==> config.mk <==
export PLATFORM = sky130hd
export DESIGN_NAME = lfsr_prpg_engine
export DESIGN_NICKNAME = d
export VERILOG_FILES = /design/src/rtl/lfsr_prpg_pkg.sv /design/src/rtl/lfsr_prpg_engine_div.sv /design/src/rtl/lfsr_prpg_engine.sv
export SDC_FILE = /design/constraint.sdc
export NUM_CORES = 2
export LEC_CHECK = 0
export BUFFER_PORTS_ARGS = -buffer_cell sky130_fd_sc_hd__buf_2
export CAP_MARGIN = 25
export CORE_UTILIZATION = 40
export CTS_CLUSTER_SIZE = 20
export DETAILED_ROUTE_END_ITERATION = 16
export GPL_TIMING_DRIVEN = 1
export PLACE_DENSITY = 0.61
export SLEW_MARGIN = 30
export SYNTH_ARGS = -nofsm -noshare
export SYNTH_HDL_FRONTEND = slang
export SYNTH_SLANG_ARGS = --single-unit
==> constraint.sdc <==
create_clock -name clk -period 9.5 [get_ports clk]
set_input_delay 0.475 -clock clk [delete_from_list [all_inputs] [get_ports clk]]
set_output_delay 0.475 -clock clk [all_outputs]
set_load 0.05 [all_outputs]
==> src/rtl/lfsr_prpg_pkg.sv <==
// Shared opcode/state encodings and helpers for the PRPG engine.
// Imported by the engine top level and its sequential divider.
package lfsr_prpg_pkg;

   typedef enum logic [3:0] {
      OP_NOP       = 4'd0,
      OP_CFG_TAP   = 4'd1,
      OP_SEED      = 4'd2,
      OP_RUN       = 4'd3,
      OP_STORE     = 4'd4,
      OP_LOAD      = 4'd5,
      OP_SET_ADDR  = 4'd6,
      OP_ADD_ADDR  = 4'd7,
      OP_CLR_STATS = 4'd8,
      OP_AVG       = 4'd9,
      OP_HALT      = 4'd15
   } op_e;

   typedef enum logic [1:0] {
      ST_IDLE,
      ST_RUN,
      ST_DIV,
      ST_HALT
   } state_e;

   function automatic logic [6:0] popcount(input logic [63:0] v);
      logic [6:0] c;
      c = '0;
      for (int i = 0; i < 64; i++)
         c = c + 7'(v[i]);
      return c;
   endfunction

endpackage

==> src/rtl/lfsr_prpg_engine_div.sv <==
// Start/done restoring divider: one quotient bit per cycle, SUM_W cycles.
// done_o pulses for one cycle after the last iteration.
module lfsr_seq_div
   import lfsr_prpg_pkg::*;
#(
   parameter int SUM_W = 16
) (
   input  logic             clk,
   input  logic             rst,
   input  logic             start_i,
   input  logic [SUM_W-1:0] dividend_i,
   input  logic [SUM_W-1:0] divisor_i,
   output logic             done_o,
   output logic [SUM_W-1:0] quotient_o
);

   localparam int CW = $clog2(SUM_W + 1);

   logic             busy_q;
   logic             done_q;
   logic [CW-1:0]    cnt_q;
   logic [SUM_W-1:0] quo_q;
   logic [SUM_W-1:0] rem_q;
   logic [SUM_W-1:0] div_q;
   logic [SUM_W:0]   shift_d;
   logic [SUM_W-1:0] rem_d;
   logic             ge_d;

   always_comb begin
      shift_d = {rem_q, quo_q[SUM_W-1]};
      ge_d    = shift_d >= {1'b0, div_q};
      rem_d   = ge_d ? SUM_W'(shift_d - {1'b0, div_q})
                     : shift_d[SUM_W-1:0];
   end

   always_ff @(posedge clk) begin
      if (rst) begin
         busy_q <= 1'b0;
         done_q <= 1'b0;
         cnt_q  <= '0;
         quo_q  <= '0;
         rem_q  <= '0;
         div_q  <= '0;
      end else begin
         done_q <= 1'b0;
         if (start_i) begin
            busy_q <= 1'b1;
            cnt_q  <= CW'(SUM_W);
            quo_q  <= dividend_i;
            rem_q  <= '0;
            div_q  <= divisor_i;
         end else if (busy_q) begin
            rem_q <= rem_d;
            quo_q <= {quo_q[SUM_W-2:0], ge_d};
            cnt_q <= cnt_q - CW'(1);
            if (cnt_q == CW'(1)) begin
               busy_q <= 1'b0;
               done_q <= 1'b1;
            end
         end
      end
   end

   assign done_o     = done_q;
   assign quotient_o = quo_q;

endmodule

==> src/rtl/lfsr_prpg_engine.sv <==
// Command-driven programmable-tap LFSR with pattern store and
// running Hamming-distance statistics.
module lfsr_prpg_engine
   import lfsr_prpg_pkg::*;
#(
   parameter int WIDTH = 8,
   parameter int DEPTH = 256,
   parameter int SUM_W = 16
) (
   input  logic                         clk,
   input  logic                         rst,
   input  logic                         cmd_valid,
   output logic                         cmd_ready,
   input  logic [3:0]                   cmd_op,
   input  logic [WIDTH-1:0]             cmd_arg,
   output logic [WIDTH-1:0]             q,
   output logic                         q_valid,
   output logic [$clog2(WIDTH+1)-1:0]   hd,
   output logic                         rsp_valid,
   output logic [SUM_W-1:0]             rsp_data,
   output logic                         rsp_err,
   output logic                         halted
);

   localparam int AW  = $clog2(DEPTH);
   localparam int HW  = $clog2(WIDTH + 1);
   localparam int SW1 = SUM_W + 1;

   state_e           state_q;
   logic [WIDTH-1:0] lfsr_q;
   logic [WIDTH-1:1] tap_q;
   logic [AW-1:0]    addr_q;
   logic [SUM_W-1:0] sum_q;
   logic [SUM_W-1:0] runs_q;
   logic [HW-1:0]    hd_q;
   logic [WIDTH-1:0] cnt_q;
   logic             qv_q;
   logic             rspv_q;
   logic             rsperr_q;
   logic [SUM_W-1:0] rspdata_q;
   logic             halted_q;
   logic [WIDTH-1:0] mem_q [DEPTH];

   logic [WIDTH-1:0] step_d;
   logic [HW-1:0]    hd_d;
   logic [SW1-1:0]   sum_ext;
   logic [SUM_W-1:0] sum_d;
   logic [SUM_W-1:0] runs_d;
   logic             msb;
   logic             accept;
   logic             div_start;
   logic             div_done;
   logic [SUM_W-1:0] div_quo;
   op_e              op;

   assign op        = op_e'(cmd_op);
   assign accept    = cmd_valid && (state_q == ST_IDLE);
   assign div_start = accept && !rst && (op == OP_AVG) && (runs_q != '0);

   // Galois step: shift up, feed msb into bit 0 and every tapped bit.
   always_comb begin
      msb     = lfsr_q[WIDTH-1];
      step_d  = {lfsr_q[WIDTH-2:0], msb} ^ ({tap_q, 1'b0} & {WIDTH{msb}});
      hd_d    = HW'(popcount(64'(lfsr_q ^ step_d)));
      sum_ext = {1'b0, sum_q} + SW1'(hd_d);
      sum_d   = sum_ext[SUM_W] ? '1 : sum_ext[SUM_W-1:0];
      runs_d  = (&runs_q) ? runs_q : runs_q + SUM_W'(1);
   end

   always_ff @(posedge clk) begin
      if (accept && !rst && (op == OP_STORE))
         mem_q[addr_q] <= lfsr_q;
   end

   always_ff @(posedge clk) begin
      if (rst) begin
         state_q   <= ST_IDLE;
         lfsr_q    <= '0;
         tap_q     <= '0;
         addr_q    <= '0;
         sum_q     <= '0;
         runs_q    <= '0;
         hd_q      <= '0;
         cnt_q     <= '0;
         qv_q      <= 1'b0;
         rspv_q    <= 1'b0;
         rsperr_q  <= 1'b0;
         rspdata_q <= '0;
         halted_q  <= 1'b0;
      end else begin
         qv_q     <= 1'b0;
         rspv_q   <= 1'b0;
         rsperr_q <= 1'b0;
         case (state_q)
            ST_IDLE: if (cmd_valid) begin
               case (op)
                  OP_CFG_TAP:  tap_q  <= cmd_arg[WIDTH-1:1];
                  OP_SEED:     lfsr_q <= cmd_arg;
                  OP_RUN: if (cmd_arg != '0) begin
                     cnt_q   <= cmd_arg;
                     state_q <= ST_RUN;
                  end
                  OP_LOAD: begin
                     lfsr_q    <= mem_q[addr_q];
                     rspv_q    <= 1'b1;
                     rspdata_q <= SUM_W'(mem_q[addr_q]);
                  end
                  OP_SET_ADDR: addr_q <= AW'(cmd_arg);
                  OP_ADD_ADDR: addr_q <= addr_q + AW'(cmd_arg);
                  OP_CLR_STATS: begin
                     sum_q  <= '0;
                     runs_q <= '0;
                     hd_q   <= '0;
                  end
                  OP_AVG: if (runs_q == '0) begin
                     rspv_q    <= 1'b1;
                     rsperr_q  <= 1'b1;
                     rspdata_q <= '0;
                  end else begin
                     state_q <= ST_DIV;
                  end
                  OP_HALT: begin
                     state_q  <= ST_HALT;
                     halted_q <= 1'b1;
                  end
                  default: ;
               endcase
            end
            ST_RUN: begin
               lfsr_q <= step_d;
               hd_q   <= hd_d;
               sum_q  <= sum_d;
               runs_q <= runs_d;
               qv_q   <= 1'b1;
               cnt_q  <= cnt_q - WIDTH'(1);
               if (cnt_q == WIDTH'(1))
                  state_q <= ST_IDLE;
            end
            ST_DIV: if (div_done) begin
               rspv_q    <= 1'b1;
               rspdata_q <= div_quo;
               state_q   <= ST_IDLE;
            end
            default: ;
         endcase
      end
   end

   lfsr_seq_div #(.SUM_W(SUM_W)) u_div (
      .clk        (clk),
      .rst        (rst),
      .start_i    (div_start),
      .dividend_i (sum_q),
      .divisor_i  (runs_q),
      .done_o     (div_done),
      .quotient_o (div_quo)
   );

   assign cmd_ready = (state_q == ST_IDLE);
   assign q         = lfsr_q;
   assign q_valid   = qv_q;
   assign hd        = hd_q;
   assign rsp_valid = rspv_q;
   assign rsp_data  = rspdata_q;
   assign rsp_err   = rsperr_q;
   assign halted    = halted_q;

endmodule

# [Yosys cells after proc, flatten, opt, wreduce, memory -nomap -nowiden]
# Memory sizes are Yosys's and may differ from the RTL's. A register that Yosys moved wholly into a read port is not among the register bits.
# Index checks and enable logic that the tools add are counted.
[word_totals] word_cells=201 in_bits=15 mem_bits_ro=0 n_memories=1 mem_bits_rw=2048 latchBits=0 out_inout_bits=33 regBits=144
[memory_table] memory="mem_q" words=256 word_bits=8 rd=1 rd_ports_with_merged_regs=1 wr=1 line="lfsr_prpg_engine.sv:42" source="logic [WIDTH-1:0] mem_q [DEPTH];"
[classes] n_mux=48 n_bitwise=7 shifts=0 order_cmp=1 div=0 addsub=69 eq_ne=27 n_reduce_logical=28 mul=0
[op_table] operator="4-bit by 1-bit adder with 4-bit output (second input constant)" n=56
[op_table] operator="16-bit two-way mux" n=10
[op_table] operator="16-bit one-hot mux with 2 select lines" n=4
[op_table] operator="8-bit one-hot mux with 2 select lines" n=4
[op_table] operator="8-bit two-way mux" n=6
[op_table] operator="16-bit by 4-bit adder with 17-bit output" n=1
[op_table] operator="17-bit by 16-bit >= comparator with 1-bit output" n=1
[op_table] operator="16-bit by 1-bit adder with 16-bit output (second input constant)" n=1
[op_table] operator="4-bit by 1-bit adder with 4-bit output" n=4
[op_table] operator="4-bit by 3-bit == test with 1-bit output (second input constant)" n=4
[op_table] operator="16-bit logical NOT" n=1
[op_table] operator="16-bit AND reduction" n=1
[op_table] operator="16-bit nonzero test" n=1
[op_table] operator="16-bit subtractor" n=1
[op_table] operator="8-bit bitwise XOR" n=2
[op_table] operator="3-bit AND reduction" n=5
[op_table] operator="4-bit == test (second input constant)" n=3
[op_table] operator="2-bit one-hot mux with 3 select lines" n=2
[op_table] operator="1-bit two-way mux" n=10
[op_table] operator="2-bit two-way mux" n=5
[op_table] operator="5-bit two-way mux" n=2
[op_table] operator="8-bit adder" n=1
[op_table] operator="8-bit AND" n=1
[op_table] operator="4-bit by 2-bit == test with 1-bit output (second input constant)" n=2
[op_table] operator="32 further kinds" n=52

# [Longest topological paths before layout]
[depth] depth_word=69 depth_mapped=22 ltp_nobuf=21

# [Hierarchy]
# From an unflattened synthesis, not the netlist that was laid out.
[unflattened] cells_unflattened=4773 area_unflattened_um2=88693.8
[by_module_without_submodules] module="lfsr_prpg_engine" cells_per_inst=4387 n_inst=1 area_each_um2=85574.6
[by_module_without_submodules] module="lfsr_seq_div" cells_per_inst=386 n_inst=1 area_each_um2=3119.2

# [Worst setup path after synthesis]
# Ideal clock, no wire load.
[synth_timing] path_type="register -> register" from="register lfsr_q[7], in the netlist q[7]" to="register sum_q[13]" slack_ns=0.330 stages_incl_launch_ff=23 t_arrival_ns=9.052 setup_time_ns=0.119 path_cell_list="dfxtp_1 clkbuf_1 nand2_1 xor2_1 xor2_1 fa_1 inv_1 fa_1 inv_1 fa_1 inv_1 ha_1 fa_1 xor2_1 ha_1 nor2b_1 o21a_1 o2111ai_1 or3_1 and4_1 inv_2 o31a_1 o221a_2"
[synth_via] elab_chain_len=69
[synth_rtl] item="start: declaration" line="lfsr_prpg_engine.sv:30" source="logic [WIDTH-1:0] lfsr_q;"
[synth_rtl] item="start signal: assignment" line="lfsr_prpg_engine.sv:98" source="OP_SEED: lfsr_q <= cmd_arg;"
[synth_rtl] item="start signal: assignment" line="lfsr_prpg_engine.sv:104" source="lfsr_q <= mem_q[addr_q];"
[synth_rtl] item="start signal: assignment" line="lfsr_prpg_engine.sv:130" source="lfsr_q <= step_d;"
[synth_rtl] item="8-bit AND" line="lfsr_prpg_engine.sv:63" source="step_d = {lfsr_q[WIDTH-2:0], msb} ^ ({tap_q, 1'b0} & {WIDTH{msb}});"
[synth_rtl] item="8-bit bitwise XOR" line="lfsr_prpg_engine.sv:63"
[synth_rtl] item="8-bit bitwise XOR *" line="lfsr_prpg_engine.sv:64" source="hd_d = HW'(popcount(64'(lfsr_q ^ step_d)));"
[synth_rtl] item="1-bit by 1-bit adder with 2-bit output" line="lfsr_prpg_pkg.sv:30" source="c = c + 7'(v[i]);"
[synth_rtl] item="2-bit by 1-bit adder with 3-bit output" line="lfsr_prpg_pkg.sv:30"
[synth_rtl] item="3-bit by 1-bit adder with 4-bit output" line="lfsr_prpg_pkg.sv:30"
[synth_rtl] item="4-bit by 1-bit adder with 4-bit output (3 in series)" line="lfsr_prpg_pkg.sv:30"
[synth_rtl] item="4-bit by 1-bit adder with 4-bit output * (57 in series)" line="lfsr_prpg_pkg.sv:30"
[synth_rtl] item="16-bit by 4-bit adder with 17-bit output *" line="lfsr_prpg_engine.sv:65" source="sum_ext = {1'b0, sum_q} + SW1'(hd_d);"
[synth_rtl] item="16-bit two-way mux *" line="lfsr_prpg_engine.sv:66" source="sum_d = sum_ext[SUM_W] ? '1 : sum_ext[SUM_W-1:0];"
[synth_rtl] item="16-bit one-hot mux with 2 select lines *" line="lfsr_prpg_engine.sv:94" source="case (state_q)"
[synth_rtl] item="end signal: assignment" line="lfsr_prpg_engine.sv:132" source="sum_q <= sum_d;"
[synth_rtl] item="end: declaration" line="lfsr_prpg_engine.sv:33" source="logic [SUM_W-1:0] sum_q;"
# Mark *: on every way between the ends. The rest lies on a longest branch, timed or not.
# A chain may end at the register's enable or synchronous reset.

# [Worst setup path in the final report]
[layout_timing] from="register lfsr_q[2], in the netlist q[2]" to="register sum_q[13]"
[layout_via] elab_chain_len=66
[layout_rtl] item="8-bit bitwise XOR *" line="lfsr_prpg_engine.sv:64"
[layout_rtl] item="2-bit by 1-bit adder with 3-bit output or 8-bit bitwise XOR (tied branches)" line="lfsr_prpg_pkg.sv:30, lfsr_prpg_engine.sv:64"
[layout_rtl] item="3-bit by 1-bit adder with 4-bit output *" line="lfsr_prpg_pkg.sv:30"
[layout_rtl] item="4-bit by 1-bit adder with 4-bit output * (60 in series)" line="lfsr_prpg_pkg.sv:30"
[layout_rtl] item="16-bit by 4-bit adder with 17-bit output *" line="lfsr_prpg_engine.sv:65"
[layout_rtl] item="16-bit two-way mux *" line="lfsr_prpg_engine.sv:66"
[layout_rtl] item="16-bit one-hot mux with 2 select lines *" line="lfsr_prpg_engine.sv:94"
# Marks and branches as above.

==> impl_metrics.yaml <==
outcome:
  status: "complete, no violations"
timing:
  setup_viol: 0
  drv_slew: 0
  fin_ws_ns: 3.51
  rsz0062_at_grt: "false"
  fmax_mhz: 167
  setup_tns_ns: 0
  period_minus_slack_ns: 5.99
  slew-limit-headroom: 0.220
  finalCritPeriodShare: 0.630
  worstMarginPinSlew_ns: 1.16
  fin_skew_ns: 0.0334
  hold_viol: 0
worst_setup_path:
  worstSetupEndpointType: "register"
  rrSetupSlack_ns: 3.51
  cp.required_ns: 10.24
  worstSetupPathType: "reg -> reg"
  arrival_ns: 6.73
  critPathMaxFanout: 63
  start_kind: "register"
floorplan:
  die-area_um2: 222000
  io_pins: 48
  die_w_um: 471
  core-area_um2: 218000
  die_y_um: 471
  initial_core_util: 0.404
  fp-row-count: 171
global_route:
  grt_max_degree: 121
  grt_pass1_vias: 45200
  overflow: 0
  grt_pass1_wl_um: 337000
  grtUsageTotal: 0.211
  antenna_found_initial: 8
drt:
  routed_wirelength_um: 236000
  routedWlPerCell_um: 30.2
  dr.max_layer_used: "met5"
  ant_nets: 0
  first_iter_violations: 5826
  routed_via_density: 5.89
  met1_length_um: 95500
  wl_met2_um: 112000
  met3_wirelength_um: 21500
  num_vias: 46000
  drtPass1Iterations: 6
  drc: 0
clocking:
  htreeDepth: 4
  clk_pin_slew_ns: 0.06
  cts_buffers: 221
  hold_buffers: 2
  cts_buffer_depth: 3
  cts_tree: "yes"
  cts_setup_buffers: 0
  cts_resized: 0
  cts.sinks: 2200
  clock_latency_ns: 0.85
  root_buffer: "clkbuf_16"
power:
  clockPowerShare: 0.418
  power.density_nw_per_um2: 204
  p_leak_nw: 30.3
  p_int_mw: 15.6
  power.switching_mw: 4.45
  seqPwrFrac: 0.533
  swShare: 0.221
  peakVddDrop_v: 0.000179
  combPwrFrac: 0.049
synth:
  synth_edf_count: 2048
  yosysUniqueCellTypes: 84
  syn_area_per_cell_um2: 18.9
  synthFlopType: "edfxtp_1"
  ys_ff_latch: 2200
  syn_nets: 4733
  syn-cell-area_um2: 88100
  synthCells: 4671
  ys_async_sr_fraction: 0
  yosysSeqAreaShare: 0.733
  synth_warnings: 0
placement:
  dp_hpwl_um: 143000
  gp_congestion: 0.862
  portBuffers: 47
  dpl_worst_slack_ns: 3.54
final_layout:
  drive_above_1_share: 0.218
  area_growth_pct: 11.8
  fin_nets: 4837
run:
  cap_viol_max_count: 0
hold_path:
  hold_class: "in -> reg"
## metrics by stage
| step | total power, mW | instances | utilization | hold slack (ns) | instance area [um2] |
|---|---|---|---|---|---|
| after floorplan | 11.5 | 4671 | - | 0.436 | 88100 |
| after global placement | 11.9 | 7403 | 0.418 | 0.443 | 91200 |
| after detailed placement | 11.9 | 7404 | 0.419 | 0.445 | 91300 |
| after CTS | 20.2 | 7814 | 0.451 | 0.00393 | 98300 |
| after global routing | 20.6 | 7814 | 0.451 | 0.0438 | 98400 |
| final | 20.1 | 7817 | 0.451 | 0.0698 | 98400 |
## power groups by stage
stage	registers (mW)	logic (mW)	clock network (mW)
2_1_floorplan	11.0	0.496	0
3_3_place_gp	10.9	0.959	0
3_5_place_dp	10.9	0.976	0
4_1_cts	10.7	0.978	8.51
5_1_grt	10.7	1.03	8.87
6_report	10.7	0.983	8.39
## worst max-delay path, stage by stage, from the launching register on
cell	delay (ns)
dfxtp_4	0.86
xor2_1	0.20
xor2_1	0.20
fa_1	0.57
inv_1	0.05
fa_1	0.47
inv_1	0.05
fa_1	0.47
inv_1	0.05
ha_1	0.21
fa_1	0.44
xor2_1	0.19
ha_1	0.32
nor2b_1	0.14
o21a_1	0.20
o2111ai_1	0.25
or3_1	0.38
and4_1	0.31
inv_2	0.05
o31a_1	0.23
o221a_2	0.26
## synthesized netlist by cell type (7+ instances only)
library cell / instances / share of area
ha_1: 40 / 0.0057
buf_4: 32 / 0.0027
nand3_1: 82 / 0.0047
nand4_1: 18 / 0.0013
inv_1: 57 / 0.0024
o21ai_1: 12 / 0.00068
mux4_2: 512 / 0.13
or3_1: 13 / 0.00092
a21o_1: 10 / 0.00085
nand2b_1: 20 / 0.0014
buf_8: 13 / 0.0022
and2_1: 12 / 0.00085
a41oi_1: 7 / 0.00070
mux2_2: 12 / 0.0015
nor2_1: 380 / 0.016
a211oi_1: 40 / 0.0034
o22ai_1: 36 / 0.0026
buf_2: 46 / 0.0026
or4_1: 7 / 0.00060
nor3_1: 52 / 0.0030
and3_1: 11 / 0.00078
a22oi_1: 47 / 0.0040
o21a_1: 9 / 0.00077
fa_1: 7 / 0.0016
edfxtp_1: 2048 / 0.70
nand2_1: 189 / 0.0081
nor2b_1: 28 / 0.0020
dfxtp_1: 152 / 0.035
mux2i_1: 143 / 0.016
a21oi_1: 142 / 0.0081
a31oi_1: 21 / 0.0015
a22o_1: 13 / 0.0013
o211ai_1: 16 / 0.0014
xnor2_1: 26 / 0.0026
buf_6: 33 / 0.0042
buf_1: 14 / 0.00060
clkbuf_1: 131 / 0.0056
nor4_1: 17 / 0.0012
o21ai_0: 64 / 0.0036
xor2_1: 22 / 0.0022
mux4_1: 10 / 0.0030
a221oi_1: 15 / 0.0015
## state kept, by name, indices dropped and copies added, names as in the netlist, named ones only
| register | cells |
|---|---|
| rsp_valid | 1 |
| u_div.div_q | 16 |
| addr_q | 8 |
| cnt_q | 8 |
| mem_q | 2048 |
| q | 8 |
| u_div.rem_q | 16 |
| u_div.done_o | 1 |
| q_valid | 1 |
| u_div.busy_q | 1 |
| u_div.quotient_o | 16 |
| rsp_data | 16 |
| hd | 4 |
| state_q | 2 |
| runs_q | 16 |
| rsp_err | 1 |
| sum_q | 16 |
| tap_q | 7 |
| u_div.cnt_q | 5 |
| halted | 1 |
## path summary, 6_finish.rpt
| path | start | to | cells past startpoint |
|---|---|---|---|
| max | q[2] | sum_q[13] | 20 |
| min | cmd_arg[7] | tap_q[7] | 3 |
| max reg2reg | q[2] | sum_q[13] | 20 |
| min reg2reg | rsp_data[9] | rsp_data[9] | 2 |
## cell type report
class	count	area, um2
flip-flops and latches	2200	64600
clock inverters	136	1180
diodes	3	7.51
inverters	61	233
well taps	2854	3570
clock buffers	272	5770
multi-input cells	2137	21900
fillers	18400	120000
repair buffers	154	1190
## metal layers
metal	global-route usage	vias up
li1	-	19200
met1	0.293	24300
met2	0.330	2203
met3	0.0475	365
met4	0.0681	2
met5	0	-
## placed cells by master (no fill, tap or decap), drive strengths merged, types with 14 or more instances in the layout
cell type and n:
a22oi 47, xnor2 26, nor4 17, nand2 189, o22ai 36, inv 68, nand4 18, a31oi 21
a221oi 16, clkinv 107, a211oi 40, o211ai 16, xor2 22, a21oi 142, nand3 82, dfxtp 152
nor3 52, o21ai 76, buf 152, nor2b 28, nor2 381, nand2b 20, edfxtp 2048, clkbuf 272
ha 40, bufinv 14, mux2i 143, mux4 522
## kinds of logic after synthesis
group	share of synthesized area
flip-flops	0.733
AND/OR/NAND/NOR	0.0439
multiplexers	0.152
AO/OA/AOI/OAI	0.0377
buffers and inverters	0.0215
XOR/XNOR	0.00477
adder cells (fa/ha/maj)	0.00728
No activity file was read; power rests on OpenSTA's default activity.
